===== src/rtl/netlist_eval_pkg.sv =====
// Shared types for the levelized gate-netlist evaluation sequencer.
package netlist_eval_pkg;

  localparam int NET_W = 7;

  typedef enum logic [1:0] {
    GATE_AND  = 2'b00,
    GATE_OR   = 2'b01,
    GATE_XOR  = 2'b10,
    GATE_XNOR = 2'b11
  } gate_op_e;

  typedef struct packed {
    gate_op_e           op;
    logic [NET_W-1:0]   a;
    logic [NET_W-1:0]   b;
    logic [NET_W-1:0]   y;
  } gate_entry_t;

  typedef enum logic [1:0] {
    S_IDLE,
    S_LOAD,
    S_EVAL,
    S_DONE
  } sched_state_e;

endpackage


===== src/rtl/gate_eval_unit.sv =====
// Single shared combinational gate datapath: y = op(a, b).
module gate_eval_unit
  import netlist_eval_pkg::*;
(
  input  gate_op_e op,
  input  logic     a,
  input  logic     b,
  output logic     y
);

  always_comb begin
    y = 1'b0;
    case (op)
      GATE_AND:  y = a & b;
      GATE_OR:   y = a | b;
      GATE_XOR:  y = a ^ b;
      GATE_XNOR: y = ~(a ^ b);
      default:   y = 1'b0;
    endcase
  end

endmodule


===== src/rtl/netlist_eval_sched.sv =====
// Evaluates a stored levelized netlist one gate per cycle and reports one net.
// Optional read-before-write hazard detection: NETLIST_EVAL_HAZARD_CHECK_EN.
module netlist_eval_sched
  import netlist_eval_pkg::*;
#(
  parameter  int NUM_PI    = 37,
  parameter  int NUM_NETS  = 96,
  parameter  int NUM_GATES = 64,
  localparam int NW        = $clog2(NUM_NETS),
  localparam int GW        = $clog2(NUM_GATES + 1)
) (
  input  logic              clk,
  input  logic              rst,
  input  logic              cfg_we,
  input  logic [GW-1:0]     cfg_addr,
  input  logic [1:0]        cfg_op,
  input  logic [NW-1:0]     cfg_a,
  input  logic [NW-1:0]     cfg_b,
  input  logic [NW-1:0]     cfg_y,
  input  logic [NUM_PI-1:0] pi_val,
  input  logic [GW-1:0]     gate_count,
  input  logic              start,
  input  logic [NW-1:0]     po_idx,
  output logic              busy,
  output logic              done,
  output logic              po_val,
  output logic              err
);

  localparam int            TW       = $clog2(NUM_GATES);
  localparam logic [NW:0]   NET_LIM  = (NW+1)'(NUM_NETS);
  localparam logic [NW:0]   PI_LIM   = (NW+1)'(NUM_PI);
  localparam logic [GW-1:0] GATE_LIM = GW'(NUM_GATES);

  sched_state_e        state, state_d;
  logic [GW-1:0]       ptr, count;
  logic [NW-1:0]       po_sel;
  logic [NUM_NETS-1:0] nets, nets_d;
  gate_entry_t         tbl [NUM_GATES];
  gate_entry_t         ent;
  logic                a_inr, b_inr, a_val, b_val, y_val;
  logic                wr_en, hazard, last, po_d;

  // Gate table is configuration storage only; it is deliberately not reset.
  always_ff @(posedge clk) begin
    if (cfg_we && state == S_IDLE && cfg_addr < GATE_LIM)
      tbl[cfg_addr[TW-1:0]] <= '{op: gate_op_e'(cfg_op), a: cfg_a, b: cfg_b, y: cfg_y};
  end

  always_comb begin
    ent   = (ptr < GATE_LIM) ? tbl[ptr[TW-1:0]] : '0;
    a_inr = {1'b0, ent.a} < NET_LIM;
    b_inr = {1'b0, ent.b} < NET_LIM;
    a_val = a_inr ? nets[ent.a] : 1'b0;
    b_val = b_inr ? nets[ent.b] : 1'b0;
  end

  gate_eval_unit u_gate (
    .op (ent.op),
    .a  (a_val),
    .b  (b_val),
    .y  (y_val)
  );

`ifdef NETLIST_EVAL_HAZARD_CHECK_EN
  logic [NUM_NETS-1:0] valid, valid_d;
  logic                err_q;

  always_comb begin
    hazard = (state == S_EVAL) &&
             ((a_inr && !valid[ent.a]) || (b_inr && !valid[ent.b]));
  end

  always_comb begin
    valid_d = valid;
    if (state == S_LOAD) begin
      valid_d = NUM_NETS'({NUM_PI{1'b1}});
    end else begin
      for (int unsigned i = 0; i < NUM_NETS; i++)
        if (wr_en && ent.y == NW'(i)) valid_d[i] = 1'b1;
    end
  end

  always_ff @(posedge clk or posedge rst) begin
    if (rst) begin
      valid <= '0;
      err_q <= 1'b0;
    end else begin
      valid <= valid_d;
      if (state == S_IDLE && start) err_q <= 1'b0;
      else if (hazard)              err_q <= 1'b1;
    end
  end

  assign err = err_q;
`else
  assign hazard = 1'b0;
  assign err    = 1'b0;
`endif

  assign wr_en = (state == S_EVAL) && !hazard &&
                 ({1'b0, ent.y} >= PI_LIM) && ({1'b0, ent.y} < NET_LIM);
  assign last  = (ptr == count - GW'(1));
  assign busy  = (state != S_IDLE);
  assign done  = (state == S_DONE);

  always_comb begin
    state_d = state;
    case (state)
      S_IDLE:  if (start) state_d = S_LOAD;
      S_LOAD:  state_d = (count == '0) ? S_DONE : S_EVAL;
      S_EVAL:  if (hazard || last) state_d = S_DONE;
      S_DONE:  state_d = S_IDLE;
      default: state_d = S_IDLE;
    endcase
  end

  always_comb begin
    nets_d = nets;
    if (state == S_LOAD) begin
      nets_d = NUM_NETS'(pi_val);
    end else begin
      for (int unsigned i = 0; i < NUM_NETS; i++)
        if (wr_en && ent.y == NW'(i)) nets_d[i] = y_val;
    end
  end

  // po_val is captured from the next-state net file on entry to DONE so it is
  // valid in the same cycle as the done pulse, including the last gate's write.
  always_comb begin
    po_d = ({1'b0, po_sel} < NET_LIM) ? nets_d[po_sel] : 1'b0;
    if (hazard) po_d = 1'b0;
  end

  always_ff @(posedge clk or posedge rst) begin
    if (rst) begin
      state  <= S_IDLE;
      ptr    <= '0;
      count  <= '0;
      po_sel <= '0;
      nets   <= '0;
      po_val <= 1'b0;
    end else begin
      state <= state_d;
      nets  <= nets_d;
      if (state == S_IDLE && start) begin
        count  <= gate_count;
        po_sel <= po_idx;
      end
      if (state == S_LOAD)      ptr <= '0;
      else if (state == S_EVAL) ptr <= ptr + GW'(1);
      if (state_d == S_DONE)    po_val <= po_d;
    end
  end

endmodule

===== config.mk =====
export PLATFORM = sky130hd
export DESIGN_NAME = netlist_eval_sched
export DESIGN_NICKNAME = d
export VERILOG_FILES = /design/src/rtl/netlist_eval_pkg.sv /design/src/rtl/gate_eval_unit.sv /design/src/rtl/netlist_eval_sched.sv
export SDC_FILE = /design/constraint.sdc
export NUM_CORES = 2
export LEC_CHECK = 0
export ABC_AREA = 1
export CAP_MARGIN = 20
export CORE_MARGIN = 8
export CORE_UTILIZATION = 39
export DETAILED_ROUTE_END_ITERATION = 6
export DONT_BUFFER_PORTS = 1
export GPL_TIMING_DRIVEN = 0
export PLACE_DENSITY_LB_ADDON = 0.15
export SETUP_SLACK_MARGIN = 0.4
export SLEW_MARGIN = 40
export SYNTH_ARGS = -nofsm -noshare
export SYNTH_HDL_FRONTEND = slang
export SYNTH_SLANG_ARGS = --single-unit

===== constraint.sdc =====
create_clock -name clk -period 6.3 [get_ports clk]
set_input_delay 0.945 -clock clk [delete_from_list [all_inputs] [get_ports clk]]
set_output_delay 0.945 -clock clk [all_outputs]
set_load 0.02 [all_outputs]

# Yosys cells after proc, flatten, opt, wreduce, memory -nomap -nowiden
# Memory sizes are Yosys's and may differ from the RTL's.
# Cells that the tools add are included.
[totals]
ram_bits = 1472
mem_count = 1
reg_bits = 120
word_cells = 349
output_inout_bits = 4
[mem_list]
columns = ["name", "depth", "width", "read_ports", "rd_clocked_by_memory_dff", "write_ports", "line", "text"]
rows = [
  ["tbl", 64, 23, 1, 0, 1, "netlist_eval_sched.sv:39", "gate_entry_t tbl [NUM_GATES];"],
]
[classes]
n_eq_ne = 103
bitwise_logic = 4
n_reduce_logical = 107
magnitude_cmp = 10
add_sub_neg = 2
mux = 116
[ops]
columns = ["cell", "n"]
rows = [
  ["$eq 7x6->1 const B", 32],
  ["$eq 7x7->1 const B", 32],
  ["$eq 7x5->1 const B", 16],
  ["$mux 1", 105],
  ["$logic_and 1x1->1", 101],
  ["$mux 96", 1],
  ["$eq 7x4->1 const B", 8],
  ["$lt 7x7->1 const B", 6],
  ["$eq 7x3->1 const B", 4],
  ["$lt 7x8->1 const B", 3],
  ["$mux 23", 1],
  ["$bmux 1 s7", 3],
  ["$eq 7x2->1 const B", 2],
  ["$logic_not 7->1", 2],
  ["$mux 7", 2],
  ["$eq 2x2->1 const B", 5],
  ["$pmux 2 s4", 1],
  ["$add 7x1->7 const B", 1],
  ["$eq 7x1->1 const B", 1],
  ["$eq 7x7->1", 1],
  ["$ge 7x6->1 const B", 1],
  ["$sub 7x1->7 const B", 1],
  ["$eq 2x1->1 const B", 2],
  ["$logic_not 2->1", 2],
  ["7 further kinds", 9],
]

# Depth between registers and ports, before layout
[depth]
ltp_word = 13
depth_mapped = 46
depth_no_buf = 39

# By module
# From an unflattened synthesis, not the netlist that was laid out.
[unflattened]
cells_unflattened = 5988
hier_area_um2 = 67703.7
[by_module_without_submodules]
columns = ["mod", "area_each_um2", "instances", "cells_each", "seq_area_each_um2"]
rows = [
  ["netlist_eval_sched", 67624.9, 1, 5972, 47205.3],
  ["gate_eval_unit", 78.8, 1, 16, 0.0],
]

# Worst setup path after synthesis
# Ideal clock, no wire load.
[synth_path]
path_kind = "register to register"
start = "reg ptr[0]"
end = "reg po_val"
required_ns = 6.180
slack_ns = 1.780
setup_time_ns = 0.120
path_stages_with_launch = 40
arrival_ns = 4.400
path_cell_list = "dfrtp_1 buf_6 buf_6 buf_6 buf_6 buf_4 buf_4 buf_2 o21ai_0 o22ai_1 a221oi_1 a21oi_1 a32o_1 nand2_2 inv_2 nand3_1 o21ai_1 a21oi_1 [... 4 more ...] inv_2 ha_1 nand3_1 nand3_1 nand2_1 buf_4 buf_4 nand4_1 nand3_1 nand2_1 nand3_1 nand3_1 nand3_1 nand3_1 nand3_1 nand3_1 nand3_1 nand2_1"
[synth_via]
elab_chain_len = 13
[synth_lines]
columns = ["element", "line", "text"]
rows = [
  ["start: declaration", "netlist_eval_sched.sv:36", "logic [GW-1:0] ptr, count;"],
  ["start signal: assignment", "netlist_eval_sched.sv:151", "else if (state == S_EVAL) ptr <= ptr + GW'(1);"],
  ["$mem_v2 64x23 or $lt 7x7->1 (tied branches)", "n/a", ""],
  ["$mux 23", "netlist_eval_sched.sv:51", "ent = (ptr < GATE_LIM) ? tbl[ptr[TW-1:0]] : '0;"],
  ["$bmux 1 s7 (on tied branches)", "netlist_eval_sched.sv:54, netlist_eval_sched.sv:55", ""],
  ["$mux 1 (on tied branches) (2 in a row)", "netlist_eval_sched.sv:54, netlist_eval_sched.sv:55", ""],
  ["$xor 1x1->1", "gate_eval_unit.sv:16, gate_eval_unit.sv:17", ""],
  ["$not 1->1", "gate_eval_unit.sv:17", "GATE_XNOR: y = ~(a ^ b);"],
  ["$pmux 1 s4", "gate_eval_unit.sv:13", "case (op)"],
  ["$mux 1", "netlist_eval_sched.sv:124", "if (wr_en && ent.y == NW'(i)) nets_d[i] = y_val;"],
  ["$mux 96", "netlist_eval_sched.sv:120", "if (state == S_LOAD) begin"],
  ["$bmux 1 s7", "netlist_eval_sched.sv:131", "po_d = ({1'b0, po_sel} < NET_LIM) ? nets_d[po_sel] : 1'b0;"],
  ["$mux 1 (not written as such)", "netlist_eval_sched.sv:131", ""],
  ["$mux 1", "netlist_eval_sched.sv:131", ""],
  ["end signal: assignment", "netlist_eval_sched.sv:152", "if (state_d == S_DONE) po_val <= po_d;"],
  ["end: declaration", "netlist_eval_sched.sv:26", "output logic po_val,"],
]
# Several ways; a longest one is shown, not always the timed one. The select of a mux whose other input is x is not followed.
# A chain may end at the register's enable or synchronous reset.

# Worst setup path in the final report
# Same ends and word-level chain as after synthesis.

==> metrics.txt <==
# TYPE chip_impl_metric gauge
chip_impl_metric{name="detail_route.first_pass.iterations",unit=""} 7
chip_impl_metric{name="vias_in_the_first_global_route",unit=""} 50300
chip_impl_info{name="ys.flop_type",value="edfxtp_1"} 1
chip_impl_metric{name="die_w",unit="um"} 435
chip_impl_metric{name="post_synth_top_area_share",unit=""} 0.647
chip_impl_metric{name="finish.net_count",unit=""} 6618
chip_impl_metric{name="syn_inst",unit=""} 6086
chip_impl_info{name="critPathCaptureType",value="register"} 1
chip_impl_info{name="setup.worst_path.class",value="reg -> reg"} 1
chip_impl_metric{name="h-tree-depth",unit=""} 4
chip_impl_info{name="failed_checks",value="DRC"} 1
chip_impl_info{name="regToRegStartpoint",value="ptr[0]$_DFFE_PP0P_"} 1
chip_impl_metric{name="clock_network_fraction_of_total_power",unit=""} 0.240
chip_impl_metric{name="hpwlAfterDp",unit="um"} 198000
chip_impl_metric{name="numClockSinks",unit=""} 1592
chip_impl_metric{name="worst-r2r-setup-slack",unit="ns"} 0.23
chip_impl_metric{name="slew-limit-headroom",unit=""} 0.376
chip_impl_metric{name="register_area",unit="um2"} 47200
chip_impl_metric{name="p_sw",unit="mW"} 18.3
chip_impl_info{name="mostFrequentLayoutCells",value="edfxtp_1, nand2_1, nor2_1"} 1
chip_impl_info{name="mostFrequentLayoutCell",value="edfxtp_1"} 1
chip_impl_metric{name="die_y",unit="um"} 435
chip_impl_metric{name="synth-edff-count",unit=""} 1472
chip_impl_metric{name="total_power",unit="mW"} 42.4
chip_impl_metric{name="setup_ws",unit="ns"} 0.232
chip_impl_metric{name="syn-mean-instance-area",unit="um2"} 11.2
chip_impl_metric{name="final.period_utilization",unit=""} 0.963
chip_impl_metric{name="detailroute.via_count",unit=""} 53700
chip_impl_metric{name="power.internal",unit="mW"} 24.1
chip_impl_metric{name="max_freq",unit="MHz"} 165
chip_impl_metric{name="synth.net_count",unit=""} 6181
chip_impl_metric{name="cp_data_arrival_time",unit="ns"} 6.76
chip_impl_metric{name="cts_max_path_buffers",unit=""} 3
chip_impl_metric{name="first_pass_grt_wire_length",unit="um"} 398000
chip_impl_metric{name="ys_ff_latch",unit=""} 1592
chip_impl_info{name="rsz0062_at_grt",value="yes"} 1
chip_impl_metric{name="cap_viol_max_count",unit=""} 0
chip_impl_metric{name="post-route-drc-count",unit=""} 7
chip_impl_metric{name="wl_per_cell",unit="um"} 32.2
chip_impl_metric{name="maxSlewViolCount",unit=""} 0
chip_impl_info{name="cts_root_buf",value="clkbuf_16"} 1
chip_impl_info{name="start_kind",value="register"} 1
chip_impl_metric{name="final_antenna_net_count",unit=""} 0
chip_impl_metric{name="initial_util",unit=""} 0.393
chip_impl_metric{name="combined_area_of_the_multi_input_logic_cells",unit="um2"} 18700
chip_impl_metric{name="drt-initial-drc-count",unit=""} 7736
chip_impl_metric{name="power-per-cell-area",unit="nW/um2"} 503
chip_impl_metric{name="cp.required",unit="ns"} 7.00
chip_impl_info{name="whs_endpoint",value="tbl[0][9]$_DFFE_PP_"} 1
chip_impl_metric{name="die_area",unit="um2"} 189000
chip_impl_metric{name="power.sequential.fraction",unit=""} 0.284
chip_impl_metric{name="max_stage_delay",unit="ns"} 0.41
chip_impl_info{name="tritoncts_clock_tree",value="yes"} 1
chip_impl_metric{name="total_count_of_hold_check_failures_in_the_final_report",unit=""} 0
chip_impl_metric{name="routabilityCongestion",unit=""} 0.939
chip_impl_info{name="hold_start",value="cfg_b[2]"} 1
chip_impl_metric{name="fp-row-count",unit=""} 153
chip_impl_metric{name="clk_pin_slew",unit="ns"} 0.06
chip_impl_metric{name="pre_cts_slack",unit="ns"} -2.07
chip_impl_metric{name="synth_cell_types",unit=""} 47
chip_impl_metric{name="grt_use_total",unit=""} 0.297
chip_impl_metric{name="final_setup_violation_count",unit=""} 0
chip_impl_metric{name="worstHoldPathCells",unit=""} 0
chip_impl_metric{name="p_leak",unit="nW"} 30.3
chip_impl_metric{name="hold-worst-slack",unit="ns"} 0.186
chip_impl_metric{name="comb_power_share",unit=""} 0.476
chip_impl_metric{name="core",unit="um2"} 174000
chip_impl_metric{name="vdd_ir_drop_max",unit="mV"} 0.543
chip_impl_metric{name="via_per_inst",unit=""} 5.96
chip_impl_metric{name="final_design_area_no_fill",unit="um2"} 84300
chip_impl_metric{name="final.fill_count",unit=""} 15600
chip_impl_info{name="cell_type_with_the_largest_total_area_after_synthesis",value="edfxtp_1"} 1
chip_impl_metric{name="tightestPinTransition",unit="ns"} 0.935
chip_impl_metric{name="timing.clock.skew",unit="ns"} 0.0755
chip_impl_metric{name="wirelength",unit="um"} 290000
chip_impl_metric{name="placement.io_buffers",unit=""} 0
chip_impl_metric{name="layout-drive-gt1-share",unit=""} 0.159
chip_impl_metric{name="yosys_warnings",unit=""} 0
chip_impl_info{name="crit_path_frequent_cell",value="buf_8"} 1
chip_impl_metric{name="grt_max_degree",unit=""} 71
chip_impl_metric{name="clock_latency_of_the_later_clocked_register_in_the_worst_skew_pair",unit="ns"} 0.86
chip_impl_metric{name="postPlaceCellArea",unit="um2"} 75700
chip_impl_metric{name="worst-r2r-cell-count",unit=""} 40
chip_impl_metric{name="area_growth",unit="%"} 23.4
chip_impl_metric{name="mappedNetlistArea",unit="um2"} 68300
chip_impl_metric{name="initial_antenna_violation_count",unit=""} 9
chip_impl_metric{name="synth-seq-area-share",unit=""} 0.691
chip_impl_metric{name="design.portCount",unit=""} 89
chip_impl_metric{name="path_max_fanout",unit=""} 10
chip_impl_metric{name="globalRoute.totalOverflow",unit=""} 0
chip_impl_metric{name="synth_async_sr_flop_share",unit=""} 0.0754
chip_impl_info{name="r2r-end",value="po_val$_DFFE_PP0N_"} 1
chip_impl_metric{name="switching_share",unit=""} 0.432
chip_impl_info{name="netlist_top_cells_area",value="edfxtp_1, nand2_1, nor2_1"} 1
chip_impl_metric{name="min_tclk_post_route",unit="ns"} 6.07
chip_impl_info{name="crit_slowest_cell",value="dfrtp_1"} 1
chip_impl_metric{name="cts_inserted_buffers",unit=""} 174
chip_impl_info{name="holdCritPathClass",value="in -> reg"} 1
chip_impl_info{name="run_status",value="finished with violations"} 1
## per-layer routing
metal  up-vias  part of all wire  GRT usage  routed length [um]
li1      22600                 -          -                   -
met1     27000              0.39      0.395              112000
met2      3378              0.46      0.474              132000
met3       747              0.10     0.0565               29300
met4         4             0.055      0.134               16000
met5         -          0.000041          0                  12
## worst max-delay path by stage
stage	to	slack [ns]	from	depth (start not counted)
2_1_floorplan	po_val$_DFFE_PP0N_	1.78	ptr[0]$_DFFE_PP0P_	39
3_3_place_gp	po_val$_DFFE_PP0N_	-2.46	ptr[5]$_DFFE_PP0P_	32
3_5_place_dp	po_val$_DFFE_PP0N_	-2.07	ptr[1]$_DFFE_PP0P_	37
4_1_cts	po_val$_DFFE_PP0N_	0.40	ptr[0]$_DFFE_PP0P_	41
5_1_grt	po_val$_DFFE_PP0N_	0.19	ptr[0]$_DFFE_PP0P_	43
6_report	po_val$_DFFE_PP0N_	0.23	ptr[0]$_DFFE_PP0P_	40
## cell usage after synthesis, types with 10 or more instances
master and number:
inv_2 13, dfrtp_1 120, o211ai_1 80, clkbuf_1 121
o21ai_0 652, inv_1 298, o21ai_1 79, edfxtp_1 1472
ha_1 10, nor2_1 937, buf_6 44, a21oi_1 90
nand4_1 118, o22ai_1 137, buf_4 77, buf_2 150
o221ai_1 106, nand2_1 1023, nand3_1 472, buf_1 18
## final cells by class
cell class | instances | area share
Antenna cell | 3 | 0.0000891
Sequential cell | 1592 | 0.560
Buffer | 409 | 0.0449
Tap cell | 2325 | 0.0345
Clock inverter | 90 | 0.0111
Clock buffer | 236 | 0.0555
Multi-Input combinational cell | 3768 | 0.221
Inverter | 316 | 0.0147
Timing Repair Buffer | 262 | 0.0578
## through the flow
stage | util | TNS, ns | instances
global placement | 0.409 | -90.37 | 8411
CTS | 0.477 | 0 | 8943
detailed placement | 0.435 | -65.38 | 8582
global route | 0.484 | 0 | 8998
floorplan | - | 0 | 6086
finish | 0.484 | 0 | 9001
## critical path, delay by kind of cell (launching register included)
kind                     cells  cell delay [ns]
AND/OR/NAND/NOR             21             2.16
flip-flops                   1             0.41
adder cells (fa/ha/maj)      1             0.27
AO/OA/AOI/OAI                4             0.91
buffers and inverters       14             2.09
## power by group through the flow
stage          registers, mW  logic, mW  clock network (mW)
2_1_floorplan           12.2       9.61                   0
3_3_place_gp            12.3       16.3                   0
3_5_place_dp            12.2       16.5                   0
4_1_cts                 12.0       18.3                10.2
5_1_grt                 12.1       21.2                10.6
6_report                12.1       20.2                10.2
## kinds of logic (layout without fill, tap and decap cells)
family / Yosys count / after routing / synth area share
other: 1 / 4 / 0.0000549
XOR/XNOR: 9 / 9 / 0.00115
flip-flops: 1592 / 1592 / 0.691
adder cells (fa/ha/maj): 10 / 10 / 0.00183
AO/OA/AOI/OAI: 1169 / 1169 / 0.0982
AND/OR/NAND/NOR: 2574 / 2574 / 0.155
buffers and inverters: 726 / 1313 / 0.0517
multiplexers: 5 / 5 / 0.000824
## timing repair
action	4_1_cts	5_1_grt
resized for setup	425	195
cloned	1	8
hold buffers	1	0
pin swaps	31	63
buffers inserted	34	35
hold endpoints to repair	11	0
setup endpoints to repair	60	2
## state kept, by name, summed over array words and instances (netlist names)
signal	flops
tbl	1472
nets	96
count	7
po_sel	7
ptr	7
state	2
po_val	1
Power figures use the tool's default switching activity.
